`src/rtl/vga_timing_pattern_gen.sv`:
```
// VGA timing generator with run-time pattern engine (bars/checker/grid/solid); frame counter under VGA_FRAME_CNT_EN.
// Latency: every output registered, 1 dclk after the hc/vc counter state, all outputs mutually aligned.
// Backpressure: none; free-running at the pixel clock, mode/color sampled only on the frame boundary.
module vga_timing_pattern_gen #(
  parameter int H_ACTIVE  = 640,
  parameter int H_FP      = 16,
  parameter int H_SYNC    = 96,
  parameter int H_BP      = 48,
  parameter int V_ACTIVE  = 480,
  parameter int V_FP      = 10,
  parameter int V_SYNC    = 2,
  parameter int V_BP      = 29,
  parameter bit H_POL     = 1'b0,
  parameter bit V_POL     = 1'b0,
  parameter int CW        = 10,
  parameter int CHK_LOG2  = 5,
  parameter int GRID_LOG2 = 6,
  parameter int FC_W      = 8
) (
  input  logic          dclk,
  input  logic          clr_n,
  input  logic [1:0]    mode,
  input  logic [7:0]    color,
  output logic          hsync,
  output logic          vsync,
  output logic          de,
  output logic [CW-1:0] x,
  output logic [CW-1:0] y,
  output logic [2:0]    red,
  output logic [2:0]    green,
  output logic [1:0]    blue,
  output logic          line_start,
  output logic          frame_start
`ifdef VGA_FRAME_CNT_EN
  ,
  output logic [FC_W-1:0] frame_cnt
`endif
);

  localparam int H_TOTAL = H_SYNC + H_BP + H_ACTIVE + H_FP;
  localparam int V_TOTAL = V_SYNC + V_BP + V_ACTIVE + V_FP;

  localparam logic [CW-1:0] HT_M1   = CW'(H_TOTAL - 1);
  localparam logic [CW-1:0] VT_M1   = CW'(V_TOTAL - 1);
  localparam logic [CW-1:0] HS_C    = CW'(H_SYNC);
  localparam logic [CW-1:0] VS_C    = CW'(V_SYNC);
  localparam logic [CW-1:0] HA0_C   = CW'(H_SYNC + H_BP);
  localparam logic [CW-1:0] VA0_C   = CW'(V_SYNC + V_BP);
  localparam logic [CW-1:0] HACT_C  = CW'(H_ACTIVE);
  localparam logic [CW-1:0] VACT_C  = CW'(V_ACTIVE);
  localparam logic [CW-1:0] HLAST_C = CW'(H_ACTIVE - 1);
  localparam logic [CW-1:0] VLAST_C = CW'(V_ACTIVE - 1);
  localparam logic [CW-1:0] BW_M1   = CW'(H_ACTIVE / 8 - 1);

  logic [CW-1:0] hc, vc, hc_nxt, vc_nxt;
  logic [CW-1:0] bar_cnt;
  logic [2:0]    bar_idx;
  logic [1:0]    mode_q;
  logic [7:0]    color_q;
  logic          h_end, v_end, frame_end;

  logic [CW-1:0] xa, ya, xc, yc;
  logic          h_act, v_act, de_c, hs_c, vs_c;
  logic [7:0]    pix, rgb_c;

  function automatic logic [7:0] bar_color(input logic [2:0] idx);
    logic [7:0] c;
    case (idx)
      3'd0:    c = 8'hFF;
      3'd1:    c = 8'hFC;
      3'd2:    c = 8'h1F;
      3'd3:    c = 8'h1C;
      3'd4:    c = 8'hE3;
      3'd5:    c = 8'hE0;
      3'd6:    c = 8'h03;
      default: c = 8'h00;
    endcase
    return c;
  endfunction

  always_comb begin
    h_end     = (hc == HT_M1);
    v_end     = (vc == VT_M1);
    frame_end = h_end && v_end;
    hc_nxt    = h_end ? '0 : hc + 1'b1;
    vc_nxt    = vc;
    if (h_end) begin
      vc_nxt = v_end ? '0 : vc + 1'b1;
    end
  end

  // Bar sub-counter tracks the current hc; it is cleared on the edge that moves hc onto x = 0.
  always_ff @(posedge dclk or negedge clr_n) begin
    if (!clr_n) begin
      hc      <= '0;
      vc      <= '0;
      bar_cnt <= '0;
      bar_idx <= '0;
      mode_q  <= '0;
      color_q <= '0;
    end else begin
      hc <= hc_nxt;
      vc <= vc_nxt;
      if (hc_nxt == HA0_C) begin
        bar_cnt <= '0;
        bar_idx <= '0;
      end else if (bar_cnt == BW_M1) begin
        bar_cnt <= '0;
        bar_idx <= bar_idx + 3'd1;
      end else begin
        bar_cnt <= bar_cnt + 1'b1;
      end
      if (frame_end) begin
        mode_q  <= mode;
        color_q <= color;
      end
    end
  end

  always_comb begin
    xa    = hc - HA0_C;
    ya    = vc - VA0_C;
    h_act = (hc >= HA0_C) && (xa < HACT_C);
    v_act = (vc >= VA0_C) && (ya < VACT_C);
    de_c  = h_act && v_act;
    xc    = de_c ? xa : '0;
    yc    = de_c ? ya : '0;
    hs_c  = (hc < HS_C) ? H_POL : ~H_POL;
    vs_c  = (vc < VS_C) ? V_POL : ~V_POL;

    pix = 8'h00;
    unique case (mode_q)
      2'd0: pix = bar_color(bar_idx);
      2'd1: pix = (xc[CHK_LOG2] ^ yc[CHK_LOG2]) ? 8'hFF : 8'h00;
      2'd2: pix = ((xc[GRID_LOG2-1:0] == '0) || (yc[GRID_LOG2-1:0] == '0) ||
                   (xc == HLAST_C) || (yc == VLAST_C)) ? 8'hFF : 8'h00;
      default: pix = color_q;
    endcase
    rgb_c = de_c ? pix : 8'h00;
  end

  always_ff @(posedge dclk or negedge clr_n) begin
    if (!clr_n) begin
      hsync       <= ~H_POL;
      vsync       <= ~V_POL;
      de          <= 1'b0;
      x           <= '0;
      y           <= '0;
      red         <= '0;
      green       <= '0;
      blue        <= '0;
      line_start  <= 1'b0;
      frame_start <= 1'b0;
    end else begin
      hsync       <= hs_c;
      vsync       <= vs_c;
      de          <= de_c;
      x           <= xc;
      y           <= yc;
      red         <= rgb_c[7:5];
      green       <= rgb_c[4:2];
      blue        <= rgb_c[1:0];
      line_start  <= (hc == '0);
      frame_start <= (hc == '0) && (vc == '0);
    end
  end

`ifdef VGA_FRAME_CNT_EN
  // Internal count steps on the boundary; the port copy lags one cycle so it changes with frame_start.
  logic [FC_W-1:0] fc;

  always_ff @(posedge dclk or negedge clr_n) begin
    if (!clr_n) begin
      fc        <= '0;
      frame_cnt <= '0;
    end else begin
      if (frame_end) begin
        fc <= fc + 1'b1;
      end
      frame_cnt <= fc;
    end
  end
`endif

endmodule
```
`config.mk`:
```
export PLATFORM = sky130hd
export DESIGN_NAME = vga_timing_pattern_gen
export DESIGN_NICKNAME = d
export VERILOG_FILES = /design/src/rtl/vga_timing_pattern_gen.sv
export SDC_FILE = /design/constraint.sdc
export NUM_CORES = 1
export LEC_CHECK = 0
export BUFFER_PORTS_ARGS = -buffer_cell sky130_fd_sc_hd__buf_2
export CAP_MARGIN = 25
export CORE_MARGIN = 2
export CORE_UTILIZATION = 53
export CTS_CLUSTER_SIZE = 16
export DETAILED_ROUTE_END_ITERATION = 10
export HOLD_SLACK_MARGIN = 0.12
export PLACE_DENSITY_LB_ADDON = 0.2
export SYNTH_ARGS = -nofsm -noshare
export SYNTH_HDL_FRONTEND = slang
export SYNTH_SLANG_ARGS = --single-unit
```
`constraint.sdc`:
```
create_clock -name dclk -period 2.15 [get_ports dclk]
set_input_delay 0 -clock dclk [delete_from_list [all_inputs] [get_ports dclk]]
set_output_delay 0 -clock dclk [all_outputs]
set_load 0.005 [all_outputs]
```
==> flow_results.xml, run 1 <==
<?xml version="1.0" encoding="UTF-8"?>
<metrics>
  <group name="timing">
    <metric name="slew_viol_final" unit="">0</metric>
    <metric name="clock.fmax" unit="MHz">455.3</metric>
    <metric name="finalWorstSetupSlack" unit="ns">-0.04648</metric>
    <metric name="grt_setup_unrepaired" unit="">yes</metric>
    <metric name="finalSetupTns" unit="ns">-0.2808</metric>
    <metric name="report.final.hold_viol_count" unit="">0</metric>
    <metric name="worst_slew_margin_rel" unit="">0.3941</metric>
    <metric name="period_minus_slack" unit="ns">2.196</metric>
    <metric name="final.period_utilization" unit="">1.022</metric>
    <metric name="clock-skew-final" unit="ns">0.01605</metric>
    <metric name="worst-slew-pin-transition" unit="ns">0.9089</metric>
    <metric name="report.final.setup_viol" unit="">17</metric>
  </group>
  <group name="layout">
    <metric name="num-nets-final" unit="">515</metric>
    <metric name="num-fill-cells" unit="">536</metric>
    <metric name="post_route_cells_drive_above_1_share" unit="">0.3327</metric>
    <metric name="antenna_cells" unit="">0</metric>
    <metric name="flow.area_growth_from_synthesis" unit="%">31.43</metric>
    <metric name="finish.utilization" unit="">0.7104</metric>
    <metric name="layout.cells.non_filler" unit="">592</metric>
  </group>
  <group name="critical_path">
    <metric name="worst-setup-path-type" unit="">flip-flop to flip-flop</metric>
    <metric name="critical_path_peak_fanout" unit="">8</metric>
    <metric name="cp.required" unit="ns">2.39</metric>
    <metric name="end_kind" unit="">flip-flop</metric>
    <metric name="arrival" unit="ns">2.44</metric>
    <metric name="timing.critical_path.from_type" unit="">flip-flop</metric>
  </group>
  <group name="global_routing">
    <metric name="vias_in_the_first_global_route" unit="">3056</metric>
    <metric name="grt_use_total" unit="">0.2331</metric>
    <metric name="grt_first_pass_wirelength" unit="mm">14.16</metric>
    <metric name="grt.overflow.total" unit="">0</metric>
    <metric name="number_of_antenna_violations_at_the_first_check_in_global_routing" unit="">0</metric>
    <metric name="maximum_number_of_pins_on_one_net_before_global_route_repair" unit="">77</metric>
  </group>
  <group name="yosys">
    <metric name="seq_area_frac_synth" unit="">0.4937</metric>
    <metric name="post_synth_instance_area" unit="sq um">3857</metric>
    <metric name="synth_warnings" unit="">0</metric>
    <metric name="postSynth.asyncResetShare" unit="">1.000</metric>
    <metric name="dominantRegCellSynth" unit="">sky130_fd_sc_hd__dfrtp_1</metric>
    <metric name="postSynthCellCount" unit="">385</metric>
    <metric name="synth_area_leader_cell" unit="">sky130_fd_sc_hd__dfrtp_1</metric>
    <metric name="synth.lib_cells_used.distinct" unit="">58</metric>
    <metric name="yosys-top-cells-area" unit="">sky130_fd_sc_hd__dfrtp_1 48%, sky130_fd_sc_hd__nor2_1 5.3%, sky130_fd_sc_hd__ha_1 4.9%</metric>
    <metric name="postSynthRegisterBits" unit="">76</metric>
    <metric name="netlist.area_leader.share" unit="">0.4801</metric>
    <metric name="mappedNetlistNets" unit="">412</metric>
    <metric name="synth_area_per_cell" unit="sq um">10.02</metric>
    <metric name="synth-edff-count" unit="">0</metric>
  </group>
  <group name="drt">
    <metric name="dr.pass1.iters" unit="">5</metric>
    <metric name="detail-route-antenna-nets" unit="">0</metric>
    <metric name="dr_total_vias" unit="">3212</metric>
    <metric name="avgViaCountPerCell" unit="">5.426</metric>
    <metric name="detail_route.drc_violations" unit="">0</metric>
    <metric name="drt_iter0_markers" unit="">229</metric>
    <metric name="wire_per_inst" unit="microns">15.07</metric>
    <metric name="wirelength" unit="mm">8.921</metric>
  </group>
  <group name="place">
    <metric name="placement.io_buffers" unit="">44</metric>
    <metric name="gp_routability_congestion" unit="">0.8817</metric>
    <metric name="dpl.hpwl" unit="mm">5.988</metric>
    <metric name="preCtsSetupSlack" unit="ns">-0.09375</metric>
    <metric name="dp.cells" unit="">557</metric>
  </group>
  <group name="run">
    <metric name="drv.max_cap_violation_count" unit="">0</metric>
  </group>
  <group name="clock_tree">
    <metric name="tritoncts" unit="">done</metric>
    <metric name="clockBufferDepth" unit="">2</metric>
    <metric name="cts_made_buffers" unit="">9</metric>
    <metric name="cts_root_buffer" unit="">sky130_fd_sc_hd__clkbuf_8</metric>
    <metric name="ctsHtreeMaxLevel" unit="">3</metric>
    <metric name="clock_latency" unit="ns">0.37</metric>
    <metric name="tritoncts_sinks" unit="">76</metric>
    <metric name="clkTransAtPathRegs" unit="ns">0.09</metric>
  </group>
  <group name="power">
    <metric name="max-vdd-ir-drop" unit="mV">0.2975</metric>
    <metric name="pwr_density_cell" unit="nW/um^2">576.9</metric>
    <metric name="total_power_after_layout" unit="mW">2.925</metric>
    <metric name="p_leak" unit="nW">2.433</metric>
  </group>
  <group name="floorplan">
    <metric name="ios" unit="">45</metric>
    <metric name="initial_core_util" unit="">0.5405</metric>
    <metric name="std_cell_rows" unit="">31</metric>
    <metric name="chipHeight" unit="microns">89.31</metric>
    <metric name="fp.dieW" unit="microns">89.31</metric>
    <metric name="core_area" unit="sq um">7137</metric>
    <metric name="dieArea" unit="sq um">7976</metric>
  </group>
  <group name="status">
    <metric name="violations" unit="">negative setup slack</metric>
    <metric name="outcome" unit="">complete, but fails checks</metric>
  </group>
  <group name="min_path">
    <metric name="timing.hold.worst.class" unit="">input pin to asynchronous set/reset pin</metric>
  </group>
</metrics>
[cell type report]
type                            instances  area (sq um)  share of cell area
Tap cell                               99         123.9             0.02443
Clock inverter                          7         130.1             0.02567
Multi-Input combinational cell        268          1888              0.3724
Inverter                               18         72.57             0.01431
Sequential cell                        76          1907              0.3761
Timing Repair Buffer                  115         824.5              0.1626
Clock buffer                            9         123.9             0.02443
[cells by family (layout without fill, tap and decap cells)]
logic type,Yosys count,count (layout),synth area share
AND/OR/NAND/NOR,149,149,0.1985
flip-flops,76,76,0.4937
AO/OA/AOI/OAI,64,64,0.1126
buffers and inverters,41,149,0.04833
XOR/XNOR,24,24,0.05449
adder cells (fa/ha/maj),16,16,0.05157
multiplexers,14,14,0.03990
other,1,1,0.0009721
[metal layers]
metal / wire length (microns) / GRT usage / up-vias
met5: 0 / 0 / -
met2: 4497 / 0.3939 / 103
li1: - / - / 1552
met3: 494 / 0.04155 / 21
met4: 192 / 0.1099 / 0
met1: 3736 / 0.2899 / 1536
[report_power, final]
| part | internal, mW | switching (mW) | total [mW] |
|---|---|---|---|
| Clock | 0.795 | 0.599 | 1.39 |
| Combinational | 0.0375 | 0.0481 | 0.0856 |
| Sequential | 1.44 | 0.00679 | 1.45 |
| Total | 2.27 | 0.653 | 2.93 |
[stage by stage]
| step | hold slack [ns] | cell area [sq um] |
|---|---|---|
| 2_1_floorplan | -0.2956 | 3913 |
| 3_3_place_gp | 0.1895 | 4542 |
| 3_5_place_dp | 0.2054 | 4542 |
| 4_1_cts | 0.3539 | 4932 |
| 5_1_grt | 0.4138 | 5070 |
| 6_report | 0.3169 | 5070 |
[cell usage after synthesis, types with 2 or more instances]
cell	number
sky130_fd_sc_hd__dfrtp_1	74
sky130_fd_sc_hd__nor2_1	54
sky130_fd_sc_hd__nand2_1	27
sky130_fd_sc_hd__o21ai_0	20
sky130_fd_sc_hd__inv_1	18
sky130_fd_sc_hd__ha_1	15
sky130_fd_sc_hd__nand3_1	15
sky130_fd_sc_hd__xnor2_1	13
sky130_fd_sc_hd__and3_1	11
sky130_fd_sc_hd__buf_2	11
sky130_fd_sc_hd__mux2_2	11
sky130_fd_sc_hd__xor2_1	11
sky130_fd_sc_hd__nor3_1	9
sky130_fd_sc_hd__a21oi_1	8
sky130_fd_sc_hd__clkbuf_1	8
sky130_fd_sc_hd__a211oi_1	7
sky130_fd_sc_hd__a31oi_1	7
sky130_fd_sc_hd__nand4_1	6
sky130_fd_sc_hd__or3_1	5
sky130_fd_sc_hd__nor4_1	4
sky130_fd_sc_hd__mux2i_1	3
sky130_fd_sc_hd__nand4b_1	3
sky130_fd_sc_hd__o31ai_1	3
sky130_fd_sc_hd__a21o_1	2
sky130_fd_sc_hd__a31o_2	2
sky130_fd_sc_hd__and4_1	2
sky130_fd_sc_hd__buf_6	2
sky130_fd_sc_hd__dfstp_2	2
sky130_fd_sc_hd__o211ai_1	2
sky130_fd_sc_hd__or2_2	2
[path summary, 6_finish.rpt]
| check | depth (start not counted) | start | slack [ns] | end |
|---|---|---|---|---|
| min reg2reg | 1 | bar_cnt[0] | 0.49 | bar_cnt[0] |
| max in group asynchronous | 2 | clr_n | 1.21 | hc[5] |
| max reg2reg | 9 | hc[4] | -0.05 | red[0] |
| min | 2 | clr_n | 0.32 | vc[0] |
| min in group dclk | 3 | color[7] | 0.40 | color_q[7] |
| max | 9 | hc[4] | -0.05 | red[0] |
[registers in the layout, summed over array words and instances (netlist names), 2 cells and up]
name and cells:
color_q 8, x 10, bar_cnt 10, vc 10, green 3, y 10, bar_idx 3, mode_q 2
hc 10, red 3, blue 2
[timing repair]
action	CTS	global route
setup buffers	2	6
gates resized for setup	3	14
hold buffers	11	0
pin swaps	0	4
endpoints found under the hold margin	84	0
endpoints found under the setup margin	22	33
[layout by cell type, fill, tap and decap left out, drive strengths merged, types with 3 or more instances in the layout]
cell | synthesis | final
xor2 | 11 | 11
ha | 15 | 15
o31ai | 3 | 3
inv | 18 | 22
a31oi | 7 | 7
nor3 | 9 | 9
clkbuf | 8 | 9
nor2 | 55 | 55
mux2 | 11 | 11
a21oi | 8 | 8
dlygate4sd3 | 0 | 11
nand2 | 27 | 27
nand4 | 6 | 6
dfrtp | 74 | 74
and3 | 11 | 11
a211oi | 8 | 8
o211ai | 3 | 3
bufinv | 0 | 3
xnor2 | 13 | 13
buf | 15 | 104
nand3 | 16 | 16
nor4 | 5 | 5
or3 | 6 | 6
o21ai | 22 | 22
mux2i | 3 | 3
nand4b | 3 | 3
[worst max-delay path, stage by stage (launching register included)]
cell and delay [ns]:
sky130_fd_sc_hd__dfrtp_2 0.45, sky130_fd_sc_hd__inv_1 0.18, sky130_fd_sc_hd__ha_2 0.24, sky130_fd_sc_hd__xnor2_1 0.15
sky130_fd_sc_hd__or4_1 0.14, sky130_fd_sc_hd__a21oi_1 0.04, sky130_fd_sc_hd__or4_4 0.50, sky130_fd_sc_hd__o21ai_4 0.18
sky130_fd_sc_hd__buf_12 0.14, sky130_fd_sc_hd__a211oi_2 0.06
Power figures use the tool's default switching activity.
==> run 2: changes to the inputs <==
==> constraint.sdc (replaced) <==
create_clock -name dclk -period 2.15 [get_ports dclk]
set_input_delay 0.3225 -clock dclk [delete_from_list [all_inputs] [get_ports dclk]]
set_output_delay 0.3225 -clock dclk [all_outputs]
set_load 0.005 [all_outputs]
==> run 2 against run 1 <==
  * Sequential cell count stayed put
  * Critical path depth is 1 lower
  * Clock skew barely moved
  * The run still ends with negative setup slack left
  * Count of clock-buffer cells in the layout did not move
==> flow_results.xml, run 2 (synthesis results as in run 1) <==
<?xml version="1.0" encoding="UTF-8"?>
<metrics>
  <group name="timing">
    <metric name="clock-skew-final" unit="ns">0.01624</metric>
    <metric name="report.final.setup_viol" unit="">18</metric>
    <metric name="period_minus_slack" unit="ns">2.196</metric>
    <metric name="finalWorstSetupSlack" unit="ns">-0.04646</metric>
    <metric name="final.period_utilization" unit="">1.022</metric>
    <metric name="grt_setup_unrepaired" unit="">yes</metric>
    <metric name="report.final.hold_viol_count" unit="">0</metric>
    <metric name="clock.fmax" unit="MHz">455.3</metric>
    <metric name="fin_worst_hold_slack" unit="ns">0.1845</metric>
    <metric name="finalSetupTns" unit="ns">-0.3518</metric>
    <metric name="slew_viol_final" unit="">0</metric>
  </group>
  <group name="global_routing">
    <metric name="maximum_number_of_pins_on_one_net_before_global_route_repair" unit="">43</metric>
    <metric name="number_of_antenna_violations_at_the_first_check_in_global_routing" unit="">0</metric>
    <metric name="vias_in_the_first_global_route" unit="">3094</metric>
    <metric name="grt_first_pass_wirelength" unit="mm">14.43</metric>
    <metric name="grt.overflow.total" unit="">0</metric>
    <metric name="grt_use_total" unit="">0.2377</metric>
  </group>
  <group name="critical_path">
    <metric name="cp.required" unit="ns">2.42</metric>
    <metric name="critical_path.reg2reg.startpoint" unit="">hc[4]</metric>
    <metric name="cp.buffers_inverters" unit="">2</metric>
    <metric name="crit_path_top_delay_cell" unit="">sky130_fd_sc_hd__or4_1</metric>
    <metric name="end_kind" unit="">flip-flop</metric>
    <metric name="cp-startpoint" unit="">hc[4]</metric>
    <metric name="arrival" unit="ns">2.47</metric>
    <metric name="regToRegEndpoint" unit="">red[2]</metric>
    <metric name="ff2ff_setup_slack" unit="ns">-0.05</metric>
    <metric name="worst-setup-path-type" unit="">flip-flop to flip-flop</metric>
    <metric name="crit_chain" unit="">inv_2 -&gt; ha_2 -&gt; or4_1 -&gt; a21oi_2 -&gt; or4_4 -&gt; o21ai_4 -&gt; buf_12 -&gt; a211oi_1</metric>
    <metric name="worst_r2r_path_depth" unit="">8</metric>
    <metric name="critical_path.top_delay_family" unit="">simple AND/OR/NAND/NOR gates</metric>
    <metric name="timing.critical_path.from_type" unit="">flip-flop</metric>
    <metric name="worst_path_largest_cell_delay" unit="ns">0.54</metric>
    <metric name="critical_path_peak_fanout" unit="">8</metric>
    <metric name="crit_end" unit="">red[2]</metric>
    <metric name="path_depth" unit="">8</metric>
  </group>
  <group name="floorplan">
    <metric name="dieArea" unit="sq um">7976</metric>
    <metric name="ios" unit="">45</metric>
    <metric name="initial_core_util" unit="">0.5405</metric>
    <metric name="core_area" unit="sq um">7137</metric>
    <metric name="chipHeight" unit="microns">89.31</metric>
    <metric name="std_cell_rows" unit="">31</metric>
    <metric name="fp.dieW" unit="microns">89.31</metric>
  </group>
  <group name="clock_tree">
    <metric name="cts_root_buffer" unit="">sky130_fd_sc_hd__clkbuf_8</metric>
    <metric name="clock_latency" unit="ns">0.36</metric>
    <metric name="ctsHtreeMaxLevel" unit="">3</metric>
    <metric name="tritoncts_sinks" unit="">76</metric>
    <metric name="tritoncts" unit="">done</metric>
    <metric name="clkTransAtPathRegs" unit="ns">0.09</metric>
    <metric name="clockBufferDepth" unit="">2</metric>
    <metric name="cts_made_buffers" unit="">9</metric>
  </group>
  <group name="place">
    <metric name="preCtsSetupSlack" unit="ns">-0.1033</metric>
    <metric name="placement.io_buffers" unit="">44</metric>
    <metric name="dpl.hpwl" unit="mm">6.126</metric>
    <metric name="gp_routability_congestion" unit="">0.8851</metric>
  </group>
  <group name="drt">
    <metric name="dr_total_vias" unit="">3221</metric>
    <metric name="avgViaCountPerCell" unit="">5.413</metric>
    <metric name="detail-route-antenna-nets" unit="">0</metric>
    <metric name="wirelength" unit="mm">9.409</metric>
    <metric name="detail_route.drc_violations" unit="">0</metric>
    <metric name="drt_iter0_markers" unit="">182</metric>
    <metric name="wire_per_inst" unit="microns">15.81</metric>
    <metric name="dr.pass1.iters" unit="">4</metric>
  </group>
  <group name="layout">
    <metric name="mostFrequentLayoutCells" unit="">72 x sky130_fd_sc_hd__dfrtp_1, 60 x sky130_fd_sc_hd__buf_4, 51 x sky130_fd_sc_hd__nor2_1</metric>
    <metric name="antenna_cells" unit="">0</metric>
    <metric name="finish.utilization" unit="">0.7237</metric>
    <metric name="num-nets-final" unit="">518</metric>
    <metric name="flow.area_growth_from_synthesis" unit="%">33.90</metric>
    <metric name="post_route_cells_drive_above_1_share" unit="">0.3952</metric>
    <metric name="num-fill-cells" unit="">536</metric>
    <metric name="final_common_cell" unit="">sky130_fd_sc_hd__dfrtp_1</metric>
  </group>
  <group name="status">
    <metric name="violations" unit="">negative setup slack</metric>
    <metric name="outcome" unit="">complete, but fails checks</metric>
  </group>
  <group name="power">
    <metric name="p_leak" unit="nW">2.463</metric>
    <metric name="total_power_after_layout" unit="mW">2.539</metric>
    <metric name="pwr_density_cell" unit="nW/um^2">491.6</metric>
    <metric name="max-vdd-ir-drop" unit="mV">0.3472</metric>
  </group>
  <group name="run">
    <metric name="drv.max_cap_violation_count" unit="">0</metric>
  </group>
  <group name="min_path">
    <metric name="timing.hold.worst.class" unit="">input pin to flip-flop</metric>
  </group>
</metrics>
-- run 2: cell types whose count changed in the layout (fill, tap and decap cells not counted), moves of 3 or more --
cell	before	now
sky130_fd_sc_hd__a21oi_1	8	4
sky130_fd_sc_hd__a21oi_2	0	4
sky130_fd_sc_hd__buf_4	57	60
sky130_fd_sc_hd__buf_6	1	6
sky130_fd_sc_hd__bufinv_16	3	0
sky130_fd_sc_hd__dlygate4sd3_1	11	1
sky130_fd_sc_hd__inv_1	17	14
sky130_fd_sc_hd__inv_2	0	3
sky130_fd_sc_hd__nor2_1	54	51
sky130_fd_sc_hd__nor2_2	0	4
sky130_fd_sc_hd__o21ai_0	19	16
-- run 2: how the worst min path moves through the flow --
stage	start	endpoint	slack (ns)	depth (start not counted)
finish	color[2]	color_q[2]	0.18	2
global route	color[5]	color_q[5]	0.18	2
CTS	color[2]	color_q[2]	0.18	2
detailed placement	clr_n	y[4]	0.30	1
global placement	clr_n	vc[4]	0.30	1
floorplan	clr_n	bar_cnt[0]	0.03	0
-- run 2: layout make-up --
| cell class | count | area (sq um) | area share |
|---|---|---|---|
| clock buffers | 9 | 123.9 | 0.02398 |
| repair buffers | 118 | 903.4 | 0.1749 |
| clock inverters | 7 | 58.81 | 0.01139 |
| flip-flops and latches | 76 | 1907 | 0.3692 |
| multi-input cells | 268 | 1976 | 0.3825 |
| inverters | 18 | 72.57 | 0.01405 |
| well taps | 99 | 123.9 | 0.02398 |
-- run 2: what timing repair did --
item	CTS	global route
pin swaps	5	6
hold endpoints to repair	34	0
gates cloned	2	1
resized for setup	14	35
setup endpoints to repair	22	42
setup buffers	6	11
hold buffers	1	0
-- run 2: report_power, final --
part	internal (mW)	switching (mW)
combinational	0.0294	0.0477
sequential	1.44	0.00656
clock	0.437	0.580
-- run 2: metal layers --
| metal | vias up | part of all wire | track usage |
|---|---|---|---|
| met1 | 1556 | 0.43 | 0.3154 |
| met5 | - | 0 | 0 |
| met3 | 16 | 0.045 | 0.03970 |
| met4 | 0 | 0.017 | 0.1140 |
| li1 | 1555 | - | - |
| met2 | 94 | 0.50 | 0.3798 |
-- run 2: per-stage QoR --
stage	cells	cell area (sq um)
finish	595	5165
global route	595	5165
CTS	583	4897
detailed placement	558	4562
global placement	558	4562
floorplan	385	3913
-- run 2: worst register-to-register path: stages, from the launching register on --
cell                       delay, ns
sky130_fd_sc_hd__dfrtp_2        0.45
sky130_fd_sc_hd__inv_2          0.12
sky130_fd_sc_hd__ha_2           0.32
sky130_fd_sc_hd__or4_1          0.54
sky130_fd_sc_hd__a21oi_2        0.12
sky130_fd_sc_hd__or4_4          0.14
sky130_fd_sc_hd__o21ai_4        0.05
sky130_fd_sc_hd__buf_12         0.14
sky130_fd_sc_hd__a211oi_1       0.25
==> run 3: changes to the inputs <==
- CORE_UTILIZATION: 53 -> 30
- PLACE_DENSITY: unset -> 0.55
- PLACE_DENSITY_LB_ADDON: 0.2 -> unset
==> run 3 against run 2 <==
  * The flow still finishes with violations (negative setup slack)
  * Core utilization shrank 32 points
  * Setup slack gained 0.023 ns
  * Hold slack gained 0.031 ns
  * Via count shrank 4.3%
  * Total power grew 15%
  * Combinational power shrank 5.7%
==> flow_results.xml, run 3 (synthesis results as in run 1) <==
<?xml version="1.0" encoding="UTF-8"?>
<metrics>
  <group name="critical_path">
    <metric name="critical_path_peak_fanout" unit="">8</metric>
    <metric name="critical_path.reg2reg.startpoint" unit="">hc[4]</metric>
    <metric name="cp.required" unit="ns">2.39</metric>
    <metric name="worst_r2r_path_depth" unit="">7</metric>
    <metric name="arrival" unit="ns">2.41</metric>
    <metric name="end_kind" unit="">flip-flop</metric>
    <metric name="worst-setup-path-type" unit="">flip-flop to flip-flop</metric>
    <metric name="regToRegEndpoint" unit="">red[0]</metric>
    <metric name="ff2ff_setup_slack" unit="ns">-0.02</metric>
    <metric name="timing.critical_path.from_type" unit="">flip-flop</metric>
  </group>
  <group name="global_routing">
    <metric name="maximum_number_of_pins_on_one_net_before_global_route_repair" unit="">41</metric>
    <metric name="grt_use_total" unit="">0.1386</metric>
    <metric name="number_of_antenna_violations_at_the_first_check_in_global_routing" unit="">0</metric>
    <metric name="vias_in_the_first_global_route" unit="">3112</metric>
    <metric name="grt.overflow.total" unit="">0</metric>
    <metric name="grt_first_pass_wirelength" unit="mm">15.39</metric>
  </group>
  <group name="floorplan">
    <metric name="dieArea" unit="sq um">13780</metric>
    <metric name="std_cell_rows" unit="">41</metric>
    <metric name="fp.dieW" unit="microns">117.4</metric>
    <metric name="core_area" unit="sq um">12570</metric>
    <metric name="chipHeight" unit="microns">117.4</metric>
    <metric name="ios" unit="">45</metric>
    <metric name="initial_core_util" unit="">0.3069</metric>
  </group>
  <group name="timing">
    <metric name="slew_viol_final" unit="">0</metric>
    <metric name="report.final.setup_viol" unit="">5</metric>
    <metric name="report.final.hold_viol_count" unit="">0</metric>
    <metric name="finalWorstSetupSlack" unit="ns">-0.02352</metric>
    <metric name="final.period_utilization" unit="">1.011</metric>
    <metric name="worst-slew-pin-transition" unit="ns">0.5546</metric>
    <metric name="grt_setup_unrepaired" unit="">yes</metric>
    <metric name="period_minus_slack" unit="ns">2.174</metric>
    <metric name="clock.fmax" unit="MHz">460.1</metric>
    <metric name="clock-skew-final" unit="ns">0.007100</metric>
    <metric name="worst_slew_margin_rel" unit="">0.6302</metric>
  </group>
  <group name="clock_tree">
    <metric name="tritoncts" unit="">done</metric>
    <metric name="clkTransAtPathRegs" unit="ns">0.06</metric>
    <metric name="cts_made_buffers" unit="">9</metric>
    <metric name="clock_latency" unit="ns">0.33</metric>
    <metric name="ctsHtreeMaxLevel" unit="">3</metric>
    <metric name="clockBufferDepth" unit="">2</metric>
    <metric name="cts_root_buffer" unit="">sky130_fd_sc_hd__clkbuf_16</metric>
    <metric name="tritoncts_sinks" unit="">76</metric>
  </group>
  <group name="place">
    <metric name="dpl.hpwl" unit="mm">6.538</metric>
    <metric name="placement.io_buffers" unit="">44</metric>
    <metric name="preCtsSetupSlack" unit="ns">-0.1718</metric>
    <metric name="gp_routability_congestion" unit="">0.8760</metric>
    <metric name="dp.cells" unit="">629</metric>
  </group>
  <group name="layout">
    <metric name="layout.area.seq" unit="sq um">1907</metric>
    <metric name="post_route_cells_drive_above_1_share" unit="">0.3312</metric>
    <metric name="layout.cells.non_filler" unit="">649</metric>
    <metric name="multiInputGateArea" unit="sq um">1867</metric>
    <metric name="antenna_cells" unit="">0</metric>
    <metric name="mostFrequentLayoutCells" unit="">72 x sky130_fd_sc_hd__dfrtp_1, 53 x sky130_fd_sc_hd__nor2_1, 52 x sky130_fd_sc_hd__buf_4</metric>
    <metric name="flow.area_growth_from_synthesis" unit="%">30.30</metric>
    <metric name="num-fill-cells" unit="">1239</metric>
    <metric name="num-nets-final" unit="">500</metric>
    <metric name="final_common_cell" unit="">sky130_fd_sc_hd__dfrtp_1</metric>
  </group>
  <group name="status">
    <metric name="outcome" unit="">complete, but fails checks</metric>
    <metric name="violations" unit="">negative setup slack</metric>
  </group>
  <group name="power">
    <metric name="max-vdd-ir-drop" unit="mV">0.3326</metric>
    <metric name="p_leak" unit="nW">2.375</metric>
    <metric name="pwr_density_cell" unit="nW/um^2">580.6</metric>
  </group>
  <group name="drt">
    <metric name="detail_route.drc_violations" unit="">0</metric>
    <metric name="wirelength" unit="mm">9.075</metric>
    <metric name="detail-route-antenna-nets" unit="">0</metric>
    <metric name="dr.pass1.iters" unit="">4</metric>
    <metric name="wire_per_inst" unit="microns">13.98</metric>
    <metric name="avgViaCountPerCell" unit="">4.747</metric>
    <metric name="dr_total_vias" unit="">3081</metric>
    <metric name="drt_iter0_markers" unit="">222</metric>
  </group>
  <group name="min_path">
    <metric name="hold_end" unit="">color_q[3]</metric>
    <metric name="min_delay_path_depth" unit="">2</metric>
    <metric name="holdCritStartpoint" unit="">color[3]</metric>
    <metric name="timing.hold.worst.class" unit="">input pin to flip-flop</metric>
  </group>
  <group name="run">
    <metric name="drv.max_cap_violation_count" unit="">0</metric>
  </group>
</metrics>
-- run 3: cell types whose count changed in the layout (fill, tap and decap cells not counted), sizes merged --
cell,change
clkbuf,+3
clkinv,-1
buf,-18
inv,-3
-- run 3: power breakdown --
part           internal (mW)  total, mW  switching, mW  leakage [nW]
clock network          0.839       1.40          0.558         0.135
logic                 0.0256     0.0727         0.0471          1.24
registers               1.44       1.45        0.00618          1.00
total                   2.31       2.92          0.611          2.37
-- run 3: area by class of cell --
cell class | count | share of cell area
timing repair buffer | 100 | 0.1367
clock buffer | 12 | 0.05103
tap | 172 | 0.04282
sequential | 76 | 0.3794
multi-input combinational | 268 | 0.3714
clock inverter | 3 | 0.004232
inverter | 18 | 0.01444
-- run 3: stage by stage --
step	util	TNS [ns]	hold WS (ns)	area [sq um]	power (mW)
floorplan	-	-0.1134	0.02691	3913	1.494
finish	0.3999	-0.04203	0.2156	5026	2.918
CTS	0.3962	-0.2755	0.2053	4980	2.960
detailed placement	0.3690	-1.499	0.3531	4638	1.546
global placement	0.3690	-1.364	0.3430	4638	1.544
global route	0.3999	-2.997	0.2076	5026	3.034
-- run 3: timing repair --
action,CTS,global route
setup endpoints to repair,22,24
pin swaps,2,2
hold endpoints to repair,38,0
setup buffers,4,0
hold buffers,1,0
resized for setup,6,10
-- run 3: how the worst max path moves through the flow --
| stage | from | to | slack [ns] | cells after the start |
|---|---|---|---|---|
| global route | hc[4] | bar_cnt[6] | -0.16 | 9 |
| floorplan | vc[1] | red[0] | -0.01 | 9 |
| CTS | hc[4] | red[0] | -0.03 | 7 |
| finish | hc[4] | red[0] | -0.02 | 7 |
| global placement | hc[4] | red[0] | -0.16 | 7 |
| detailed placement | hc[4] | red[0] | -0.17 | 7 |
-- run 3: metal layers --
metal / track usage / part of all wire / routed length (microns) / vias up
met5: 0 / 0 / 0 / -
met4: 0.05949 / 0.021 / 195 / 0
met3: 0.03356 / 0.036 / 329 / 14
met2: 0.2346 / 0.50 / 4499 / 54
met1: 0.1681 / 0.45 / 4050 / 1495
li1: - / - / - / 1518
-- run 3: critical path, stage by stage (launching register included) --
cell and delay, ns:
sky130_fd_sc_hd__dfrtp_2 0.44, sky130_fd_sc_hd__inv_1 0.11, sky130_fd_sc_hd__ha_2 0.32, sky130_fd_sc_hd__or4_1 0.55
sky130_fd_sc_hd__a21oi_1 0.16, sky130_fd_sc_hd__or4_4 0.15, sky130_fd_sc_hd__o21ai_4 0.10, sky130_fd_sc_hd__a211oi_1 0.25
